**config.mk**
```make
export PLATFORM = sky130hd
export DESIGN_NAME = memory_bus_flat
export DESIGN_NICKNAME = d
export VERILOG_FILES = /design/src/rtl/memory_bus_pkg.sv /design/src/rtl/memory_bus_if.sv /design/src/rtl/memory_bus_address_decode.sv /design/src/rtl/memory_bus.sv /design/src/flat_wrapper.sv
export SDC_FILE = /design/constraint.sdc
export NUM_CORES = 1
export LEC_CHECK = 0
export BUFFER_PORTS_ARGS = -buffer_cell sky130_fd_sc_hd__buf_2
export CORE_MARGIN = 10
export CORE_UTILIZATION = 45
export CTS_CLUSTER_SIZE = 12
export DETAILED_ROUTE_END_ITERATION = 8
export GPL_TIMING_DRIVEN = 0
export HOLD_SLACK_MARGIN = 0.08
export PLACE_DENSITY = 0.86
export SYNTH_ARGS = -nofsm -noshare
export SYNTH_HDL_FRONTEND = slang
export SYNTH_SLANG_ARGS = --single-unit
```
**constraint.sdc**
```tcl
create_clock -name clk -period 4.6 [get_ports clk]
set_input_delay 0.92 -clock clk [delete_from_list [all_inputs] [get_ports clk]]
set_output_delay 0.92 -clock clk [all_outputs]
set_load 0.1 [all_outputs]
```
**src/rtl/memory_bus_pkg.sv**
```systemverilog
// Shared constants and types for the 8008 memory bus controller: memory map,
// FSM state encoding and target-select codes.
package memory_bus_pkg;

   localparam logic [5:0] RAM_PAGE_DEF    = 6'h20;
   localparam logic [5:0] PERIPH_PAGE_DEF = 6'h24;
   localparam logic [5:0] ROM_TOP_DEF     = 6'h0F;
   localparam int         WAIT_CYCLES_DEF = 0;

   typedef enum logic [1:0] {
      ST_IDLE   = 2'd0,
      ST_ACCESS = 2'd1,
      ST_WAIT   = 2'd2,
      ST_DONE   = 2'd3
   } bus_state_t;

   typedef enum logic [1:0] {
      SEL_ROM    = 2'd0,
      SEL_RAM    = 2'd1,
      SEL_PERIPH = 2'd2,
      SEL_NONE   = 2'd3
   } target_sel_t;

   // What must survive past the accept cycle to finish the access.
   typedef struct packed {
      logic        write;
      target_sel_t sel;
   } bus_req_t;

   function automatic logic [5:0] page_of(input logic [13:0] addr);
      return addr[13:8];
   endfunction

endpackage

```
**src/rtl/memory_bus_if.sv**
```systemverilog
// Core-side request/response bundle of the memory bus.
interface memory_bus_if;

   logic [13:0] address;
   logic [7:0]  data_in;
   logic        write_enable;
   logic        bus_enable;
   logic [7:0]  data_out;
   logic        bus_ready;
   logic        busy;
   logic        bus_error;

   modport master (
      output address, data_in, write_enable, bus_enable,
      input  data_out, bus_ready, busy, bus_error
   );

   modport slave (
      input  address, data_in, write_enable, bus_enable,
      output data_out, bus_ready, busy, bus_error
   );

endinterface

```
**src/rtl/memory_bus_address_decode.sv**
```systemverilog
// Combinational page decode: address[13:8] -> target select.
// ROM wins over RAM, RAM over peripherals, so overlapping maps stay deterministic.
module address_decode
   import memory_bus_pkg::*;
#(
   parameter logic [5:0] RAM_PAGE    = RAM_PAGE_DEF,
   parameter logic [5:0] PERIPH_PAGE = PERIPH_PAGE_DEF,
   parameter logic [5:0] ROM_TOP     = ROM_TOP_DEF
) (
   input  logic [5:0]  page,
   output target_sel_t sel
);

   always_comb begin
      sel = SEL_NONE;
      if (page <= ROM_TOP)          sel = SEL_ROM;
      else if (page == RAM_PAGE)    sel = SEL_RAM;
      else if (page == PERIPH_PAGE) sel = SEL_PERIPH;
   end

endmodule

```
**src/rtl/memory_bus.sv**
```systemverilog
// Single-master bus controller: latches one core request, strobes the decoded
// target, and returns registered read data with a one-cycle bus_ready pulse.
module memory_bus
   import memory_bus_pkg::*;
#(
   parameter logic [5:0] RAM_PAGE    = RAM_PAGE_DEF,
   parameter logic [5:0] PERIPH_PAGE = PERIPH_PAGE_DEF,
   parameter logic [5:0] ROM_TOP     = ROM_TOP_DEF,
   parameter int         WAIT_CYCLES = WAIT_CYCLES_DEF
) (
   input  logic         clk,
   input  logic         reset,
   memory_bus_if.slave  bus,
   output logic [11:0]  rom_address,
   input  logic [7:0]   rom_data_out,
   output logic [8:0]   ram_address,
   output logic [7:0]   ram_data_in,
   input  logic [7:0]   ram_data_out,
   output logic         ram_write_enable,
   output logic [7:0]   periph_address,
   input  logic [7:0]   periph_data_in,
   output logic [7:0]   periph_data_out,
   output logic         periph_write,
   output logic         periph_read
);

   localparam logic [2:0] WAIT_LOAD = (WAIT_CYCLES > 0) ? 3'(WAIT_CYCLES - 1) : 3'd0;

   bus_state_t  state;
   bus_req_t    req;
   target_sel_t dec_sel;
   logic [5:0]  req_page;
   logic [2:0]  wait_cnt;
   logic        last_cycle;
   logic [7:0]  rd_mux;
   logic [7:0]  data_out_q;
   logic        ready_q, busy_q, error_q;
   logic        ram_we_q, periph_wr_q, periph_rd_q;

   assign req_page = page_of(bus.address);

   address_decode #(
      .RAM_PAGE    (RAM_PAGE),
      .PERIPH_PAGE (PERIPH_PAGE),
      .ROM_TOP     (ROM_TOP)
   ) u_decode (
      .page (req_page),
      .sel  (dec_sel)
   );

   // A synchronous ROM only has data one cycle after ACCESS, so ROM reads
   // need WAIT_CYCLES >= 1; RAM and peripheral reads are combinational.
   always_comb begin
      rd_mux = 8'h00;
      case (req.sel)
         SEL_ROM:    rd_mux = rom_data_out;
         SEL_RAM:    rd_mux = ram_data_out;
         SEL_PERIPH: rd_mux = periph_data_in;
         default:    rd_mux = 8'h00;
      endcase
   end

   assign last_cycle = (state == ST_ACCESS && WAIT_CYCLES == 0) ||
                       (state == ST_WAIT && wait_cnt == 3'd0);

   always_ff @(posedge clk) begin
      if (reset) begin
         state           <= ST_IDLE;
         req             <= '{write: 1'b0, sel: SEL_NONE};
         wait_cnt        <= 3'd0;
         data_out_q      <= 8'h00;
         ready_q         <= 1'b0;
         busy_q          <= 1'b0;
         error_q         <= 1'b0;
         ram_we_q        <= 1'b0;
         periph_wr_q     <= 1'b0;
         periph_rd_q     <= 1'b0;
         rom_address     <= 12'h000;
         ram_address     <= 9'h000;
         ram_data_in     <= 8'h00;
         periph_address  <= 8'h00;
         periph_data_out <= 8'h00;
      end else begin
         ram_we_q    <= 1'b0;
         periph_wr_q <= 1'b0;
         periph_rd_q <= 1'b0;
         ready_q     <= 1'b0;
         error_q     <= 1'b0;
         case (state)
            ST_IDLE: begin
               if (bus.bus_enable) begin
                  req             <= '{write: bus.write_enable, sel: dec_sel};
                  rom_address     <= bus.address[11:0];
                  ram_address     <= {1'b0, bus.address[7:0]};
                  periph_address  <= bus.address[7:0];
                  ram_data_in     <= bus.data_in;
                  periph_data_out <= bus.data_in;
                  // Strobes land in the ACCESS cycle and clear themselves after one cycle.
                  ram_we_q        <= bus.write_enable && (dec_sel == SEL_RAM);
                  periph_wr_q     <= bus.write_enable && (dec_sel == SEL_PERIPH);
                  periph_rd_q     <= !bus.write_enable && (dec_sel == SEL_PERIPH);
                  busy_q          <= 1'b1;
                  state           <= ST_ACCESS;
               end
            end
            ST_ACCESS: begin
               wait_cnt <= WAIT_LOAD;
               state    <= last_cycle ? ST_DONE : ST_WAIT;
            end
            ST_WAIT: begin
               wait_cnt <= wait_cnt - 3'd1;
               if (last_cycle) state <= ST_DONE;
            end
            ST_DONE: begin
               busy_q <= 1'b0;
               state  <= ST_IDLE;
            end
            default: state <= ST_IDLE;
         endcase
         if (last_cycle) begin
            ready_q <= 1'b1;
            error_q <= (req.sel == SEL_NONE);
            if (!req.write) data_out_q <= rd_mux;
         end
      end
   end

   assign bus.data_out  = data_out_q;
   assign bus.bus_ready = ready_q;
   assign bus.busy      = busy_q;
   assign bus.bus_error = error_q;

   // Gating with reset kills a strobe already on the wire when reset lands mid-access.
   assign ram_write_enable = ram_we_q & ~reset;
   assign periph_write     = periph_wr_q & ~reset;
   assign periph_read      = periph_rd_q & ~reset;

endmodule

```
**src/flat_wrapper.sv**
```systemverilog
// flat-port wrapper written by rule: the top's interface ports become plain ports
module memory_bus_flat import memory_bus_pkg::*;
#(
   parameter logic [5:0] RAM_PAGE    = RAM_PAGE_DEF,
   parameter logic [5:0] PERIPH_PAGE = PERIPH_PAGE_DEF,
   parameter logic [5:0] ROM_TOP     = ROM_TOP_DEF,
   parameter int         WAIT_CYCLES = WAIT_CYCLES_DEF
)
  (clk, reset, rom_address, rom_data_out, ram_address, ram_data_in, ram_data_out, ram_write_enable, periph_address, periph_data_in, periph_data_out, periph_write, periph_read, bus_address, bus_data_in, bus_write_enable, bus_bus_enable, bus_data_out, bus_bus_ready, bus_busy, bus_bus_error);
  memory_bus_if bus_i ();
  input  logic clk;
  input  logic reset;
  output logic [11:0] rom_address;
  input  logic [7:0] rom_data_out;
  output logic [8:0] ram_address;
  output logic [7:0] ram_data_in;
  input  logic [7:0] ram_data_out;
  output logic ram_write_enable;
  output logic [7:0] periph_address;
  input  logic [7:0] periph_data_in;
  output logic [7:0] periph_data_out;
  output logic periph_write;
  output logic periph_read;
  input wire logic [$bits(bus_i.address)-1:0] bus_address;
  input wire logic [$bits(bus_i.data_in)-1:0] bus_data_in;
  input wire logic [$bits(bus_i.write_enable)-1:0] bus_write_enable;
  input wire logic [$bits(bus_i.bus_enable)-1:0] bus_bus_enable;
  output wire logic [$bits(bus_i.data_out)-1:0] bus_data_out;
  output wire logic [$bits(bus_i.bus_ready)-1:0] bus_bus_ready;
  output wire logic [$bits(bus_i.busy)-1:0] bus_busy;
  output wire logic [$bits(bus_i.bus_error)-1:0] bus_bus_error;
  assign bus_i.address = bus_address;
  assign bus_i.data_in = bus_data_in;
  assign bus_i.write_enable = bus_write_enable;
  assign bus_i.bus_enable = bus_bus_enable;
  assign bus_data_out = bus_i.data_out;
  assign bus_bus_ready = bus_i.bus_ready;
  assign bus_busy = bus_i.busy;
  assign bus_bus_error = bus_i.bus_error;
  memory_bus #(.RAM_PAGE(RAM_PAGE), .PERIPH_PAGE(PERIPH_PAGE), .ROM_TOP(ROM_TOP), .WAIT_CYCLES(WAIT_CYCLES)) u_core (.clk(clk), .reset(reset), .bus(bus_i), .rom_address(rom_address), .rom_data_out(rom_data_out), .ram_address(ram_address), .ram_data_in(ram_data_in), .ram_data_out(ram_data_out), .ram_write_enable(ram_write_enable), .periph_address(periph_address), .periph_data_in(periph_data_in), .periph_data_out(periph_data_out), .periph_write(periph_write), .periph_read(periph_read));
endmodule
```
# ---- Word level (Yosys, flattened, before mapping)
# Cells that the tools add are included.
dict set report op_classes {
  n_lt_le_gt_ge 1
  bitwise 8
  eq_ne 12
  addsub 1
  n_mux 12
  n_reduce_logical 17
}
# operator n
set ops {}
lappend ops {{one-hot mux 8 bit (3 select lines)} 1}
lappend ops {{equality test 6 bit (second input constant)} 2}
lappend ops {{equality test 2 bit (second input constant)} 5}
lappend ops {{two-way mux 2 bit} 4}
lappend ops {{one-hot mux 2 bit (4 select lines)} 1}
lappend ops {{AND reduction 2 bit} 4}
lappend ops {{equality test 2 x 1 -> 1 bit (second input constant)} 3}
lappend ops {{less-or-equal comparator 6 x 4 -> 1 bit (second input constant)} 1}
lappend ops {{one-hot mux 3 bit (2 select lines)} 1}
lappend ops {{NOT 1 bit} 5}
lappend ops {{logical AND 1 bit} 4}
lappend ops {{zero test 2 bit} 2}
lappend ops {{two-way mux 1 bit} 4}
lappend ops {{nonzero test 2 bit} 2}
lappend ops {{bitwise AND 1 bit} 3}
lappend ops {{zero test 3 bit} 1}
lappend ops {{OR reduction 3 bit} 1}
lappend ops {{subtractor 3 x 1 -> 3 bit (second input constant)} 1}
lappend ops {{inequality test 2 x 1 -> 1 bit (second input constant)} 1}
lappend ops {{inequality test 2 bit (second input constant)} 1}
lappend ops {{one-hot mux 1 bit (2 select lines)} 1}
lappend ops {{OR reduction 2 bit} 1}
lappend ops {{zero test 1 bit} 1}
lappend ops {{logical OR 1 bit} 1}
dict set report totals {
  ff_bits 50
  inputBits 50
}

# ---- Longest topological paths before layout
dict set report depth {
  depth_word 6
  depth_mapped 7
  ltp_nobuf 6
}

# ---- Modules after synthesis
# Synthesis repeated with hierarchy kept, for this count alone.
dict set report hier_totals {
  hier_cells 225
  hier_area_um2 1983.2
}
# mod cells_per_inst n_inst area_each_um2
set by_module_without_submodules {}
lappend by_module_without_submodules {memory_bus 219 1 1950.6}
lappend by_module_without_submodules {address_decode 6 1 32.5}

# ---- Worst setup path before layout
# Ideal clock, no wire load.
dict set report synth_path {
  kind {in2out}
  startpoint {in reset}
  endpoint {out periph_read}
  arrival_ps 2424
  setup_slack_ps 1256
  required_ps 3680
  stages 2
  path_cell_list {buf_2 nor2b_1}
}
dict set report synth_between {
  elab_chain_cells 2
}
# item line
set synth_rtl {}
lappend synth_rtl {{start, declared} flat_wrapper.sv:12} ;# input logic reset;
lappend synth_rtl {{NOT 1 bit} memory_bus.sv:136} ;# assign periph_read = periph_rd_q & ~reset;
lappend synth_rtl {{bitwise AND 1 bit} memory_bus.sv:136}
lappend synth_rtl {{end, declared} flat_wrapper.sv:23} ;# output logic periph_read;
# No other way between the ends.

# ---- Worst setup path in the final report
dict set report layout_path {
  startpoint {in reset}
  endpoint {out periph_write}
}
dict set report layout_between {
  elab_chain_cells 2
}
# item line
set layout_rtl {}
lappend layout_rtl {{NOT 1 bit} memory_bus.sv:135} ;# assign periph_write = periph_wr_q & ~reset;
lappend layout_rtl {{bitwise AND 1 bit} memory_bus.sv:135}
lappend layout_rtl {{end, declared} flat_wrapper.sv:22} ;# output logic periph_write;
# No other way between the ends.

==> flow_summary_export.csv <==
group,metric,value,unit
yosys,synth_cell_types,30,
setup_path,critPathCaptureType,"primary output",
layout,antenna_cells,0,
floorplan,rows,23,
setup_path,crit_buf_inv,3,
worst_hold_path,hold_path_class,"reg -> reg",
setup_path,crit_fanout,10,
power_and_ir_drop,total_power,1.130,mW
setup_path,cp_cell_sequence,"buf_2 -> buf_2 -> nor2b_1 -> buf_2",
place,placed_cells,336,
drt,via_per_inst,4.895,
floorplan,die_h,84.73,um
setup_path,arrival,1.82,ns
outcome,status,"finished, final reports clean",
setup_path,crit_path_frequent_cell,"buf_2",
global_route,grt_max_degree,14,
clocking,cts.hold.buffers_added,0,
setup_path,crit_type,"in -> out",
yosys,ys_async_sr_fraction,0,%
layout,drive_above_1_share,51.70,%
layout,layout.nets,350,
timing,setup_violations,0,
drt,drt_iter0_drc,37,
place,port_buffers,107,
yosys,synth-seq-cells,42,
clocking,cts_tree,"done",
yosys,syn_avg_cell_area,10.53,um2
yosys,synth_edf_count,0,
power_and_ir_drop,vdd_ir_drop_max,0.0002013,V
global_route,grt_pass1_vias,1740,
timing,setup_tns,0,ns
timing,final_hold_viol_count,0,
timing,fin_skew,0.006337,ns
global_route,antenna_found_initial,0,
drt,finalWirelength,5189,um
yosys,ys_warn_count,0,
clocking,cts_sinks,42,
drt,drcViolationCount,0,
floorplan,core_area,0.004029,mm2
clocking,numCtsBuffers,5,
timing,slew_headroom,63.38,%
setup_path,cp-start-kind,"input pin",
drt,routedWlPerCell,15.08,um
place,place.gp.congestion,0.7549,
clocking,cts.clk_slew.worst_paths,0.08,ns
floorplan,floorplan.initialDensity,46.80,%
drt,ant_nets,0,
layout,syn_to_final_growth,36.76,%
clocking,max-clock-path-buffers,2,
drt,vias,1684,
clocking,h-tree-depth,2,
global_route,overflow,0,
power_and_ir_drop,p_per_area,438.3,mW/mm2
clocking,cts_setup_buffers,0,
clocking,cts.repair.resized,0,
drt,drtPass1Iterations,4,
timing,tightest_slew,0.5493,ns
clocking,cts_root_buf,"clkbuf_8",
yosys,ys_seq_area_share,44.59,%
timing,rsz0062_at_grt,"no",
timing,slew_viol_final,0,
layout,final_cells,344,
floorplan,fp.dieW,84.73,um
timing,fin_crit,2.741,ns
yosys,synth_nets,236,
timing,fmax,364.8,MHz
place,dp_hpwl,4319,um
yosys,syn-cell-area,0.001886,mm2
setup_path,slowest_delay,0.44,ns
floorplan,die-area,0.007179,mm2
setup_path,critPathSlowestCell,"buf_2",
global_route,grt.total_usage,13.57,%
setup_path,cp_top_family,"buffers and inverters",
power_and_ir_drop,p_leak,1.387,nW
clocking,clkLatencyLatePin,0.29,ns
yosys,ys_dominant_reg_cell,"dfxtp_1",
global_route,grt_first_pass_wirelength,8107,um
job,cap_viol_max_count,0,
timing,fin_crit_sh,59.59,%
floorplan,ios,109,
setup_path,worstPathRequired,3.68,ns
yosys,syn_inst,179,
-- power breakdown --
group / leakage, nW / total (mW) / switching (mW) / internal [mW]
registers: 0.342 / 0.410 / 0.0194 / 0.391
logic: 0.997 / 0.477 / 0.370 / 0.107
clock network: 0.0472 / 0.243 / 0.122 / 0.121
-- sequential cells by signal, indices dropped and copies added, names as in the netlist --
register               flops
u_core.bus.data_out        8
u_core.ram_data_in         8
u_core.periph_address      7
u_core.rom_address         5
u_core.req                 3
u_core.wait_cnt            3
u_core.state               2
u_core.bus.bus_error       1
u_core.bus.bus_ready       1
u_core.bus.busy            1
u_core.periph_rd_q         1
u_core.periph_wr_q         1
u_core.ram_we_q            1
-- layout by cell type (no fill, tap or decap), types with 3 or more instances in the layout --
cell type / count
buf_2: 112
dfxtp_1: 42
a22o_1: 29
buf_4: 27
o2bb2ai_1: 9
nor2b_1: 8
mux2i_1: 8
ha_1: 7
inv_1: 6
a21oi_1: 6
clkbuf_8: 6
nand3_1: 4
nand2_1: 3
o22ai_1: 3
-- Yosys cell counts (3+ instances only) --
master / n / area [um2]
mux2i_1: 8 / 80.08
o22ai_1: 3 / 18.77
o2bb2ai_1: 9 / 78.83
a21oi_1: 6 / 30.03
inv_1: 6 / 22.52
a22o_1: 29 / 254.0
ha_1: 7 / 87.58
dfxtp_1: 42 / 840.8
buf_4: 27 / 202.7
nor2b_1: 8 / 50.05
buf_2: 5 / 25.02
nand2_1: 3 / 11.26
nand3_1: 4 / 20.02
-- metrics by stage --
| stage | worst slack, ns | util (%) | area (um2) | hold slack, ns |
|---|---|---|---|---|
| final | 1.859 | 64.01 | 2579 | 0.4735 |
| after global routing | 1.798 | 64.01 | 2579 | 0.5060 |
| after CTS | 1.843 | 64.01 | 2579 | 0.4826 |
| after detailed placement | 1.854 | 61.65 | 2484 | 0.4576 |
| after global placement | 1.849 | 61.65 | 2484 | 0.4545 |
| after floorplan | 1.256 | - | 1886 | 0.4498 |
-- final timing paths --
kind	startpoint	end	slack, ns	cells after the start
min reg2reg	u_core.bus.data_out[1]$_SDFFE_PP0P_	u_core.bus.data_out[1]$_SDFFE_PP0P_	0.47	1
max reg2reg	u_core.state[0]$_SDFFE_PP0P_	u_core.bus.data_out[4]$_SDFFE_PP0P_	2.85	6
min	u_core.bus.data_out[1]$_SDFFE_PP0P_	u_core.bus.data_out[1]$_SDFFE_PP0P_	0.47	1
max	reset	periph_write	1.86	4
-- cell type report --
class	count	area [um2]
clock inverters	2	12.51
plain buffers	35	239.0
multi-input cells	96	783.3
flip-flops and latches	42	840.8
repair buffers	107	535.5
clock buffers	6	82.58
inverters	6	22.52
fillers	355	1450
well taps	50	62.56
-- layer usage --
metal	share of wire [%]	track usage [%]	vias to the layer above
li1	-	-	854
met1	40	13.86	753
met5	0	0	-
met4	1.9	6.886	0
met3	10	6.087	7
met2	48	22.92	70
-- cells by family (layout without fill, tap and decap cells) --
family | after synthesis | count (layout) | synth area share, %
DFF | 42 | 42 | 44.59
other | 1 | 1 | 0.1989
and+or+nand+nor | 26 | 26 | 7.897
adders and majority gates | 7 | 7 | 4.645
buffers and inverters | 41 | 156 | 13.87
muxes | 8 | 8 | 4.247
AOI/OAI and AO/OA | 54 | 54 | 24.55
Note: power is estimated with default switching activity, not from simulation.
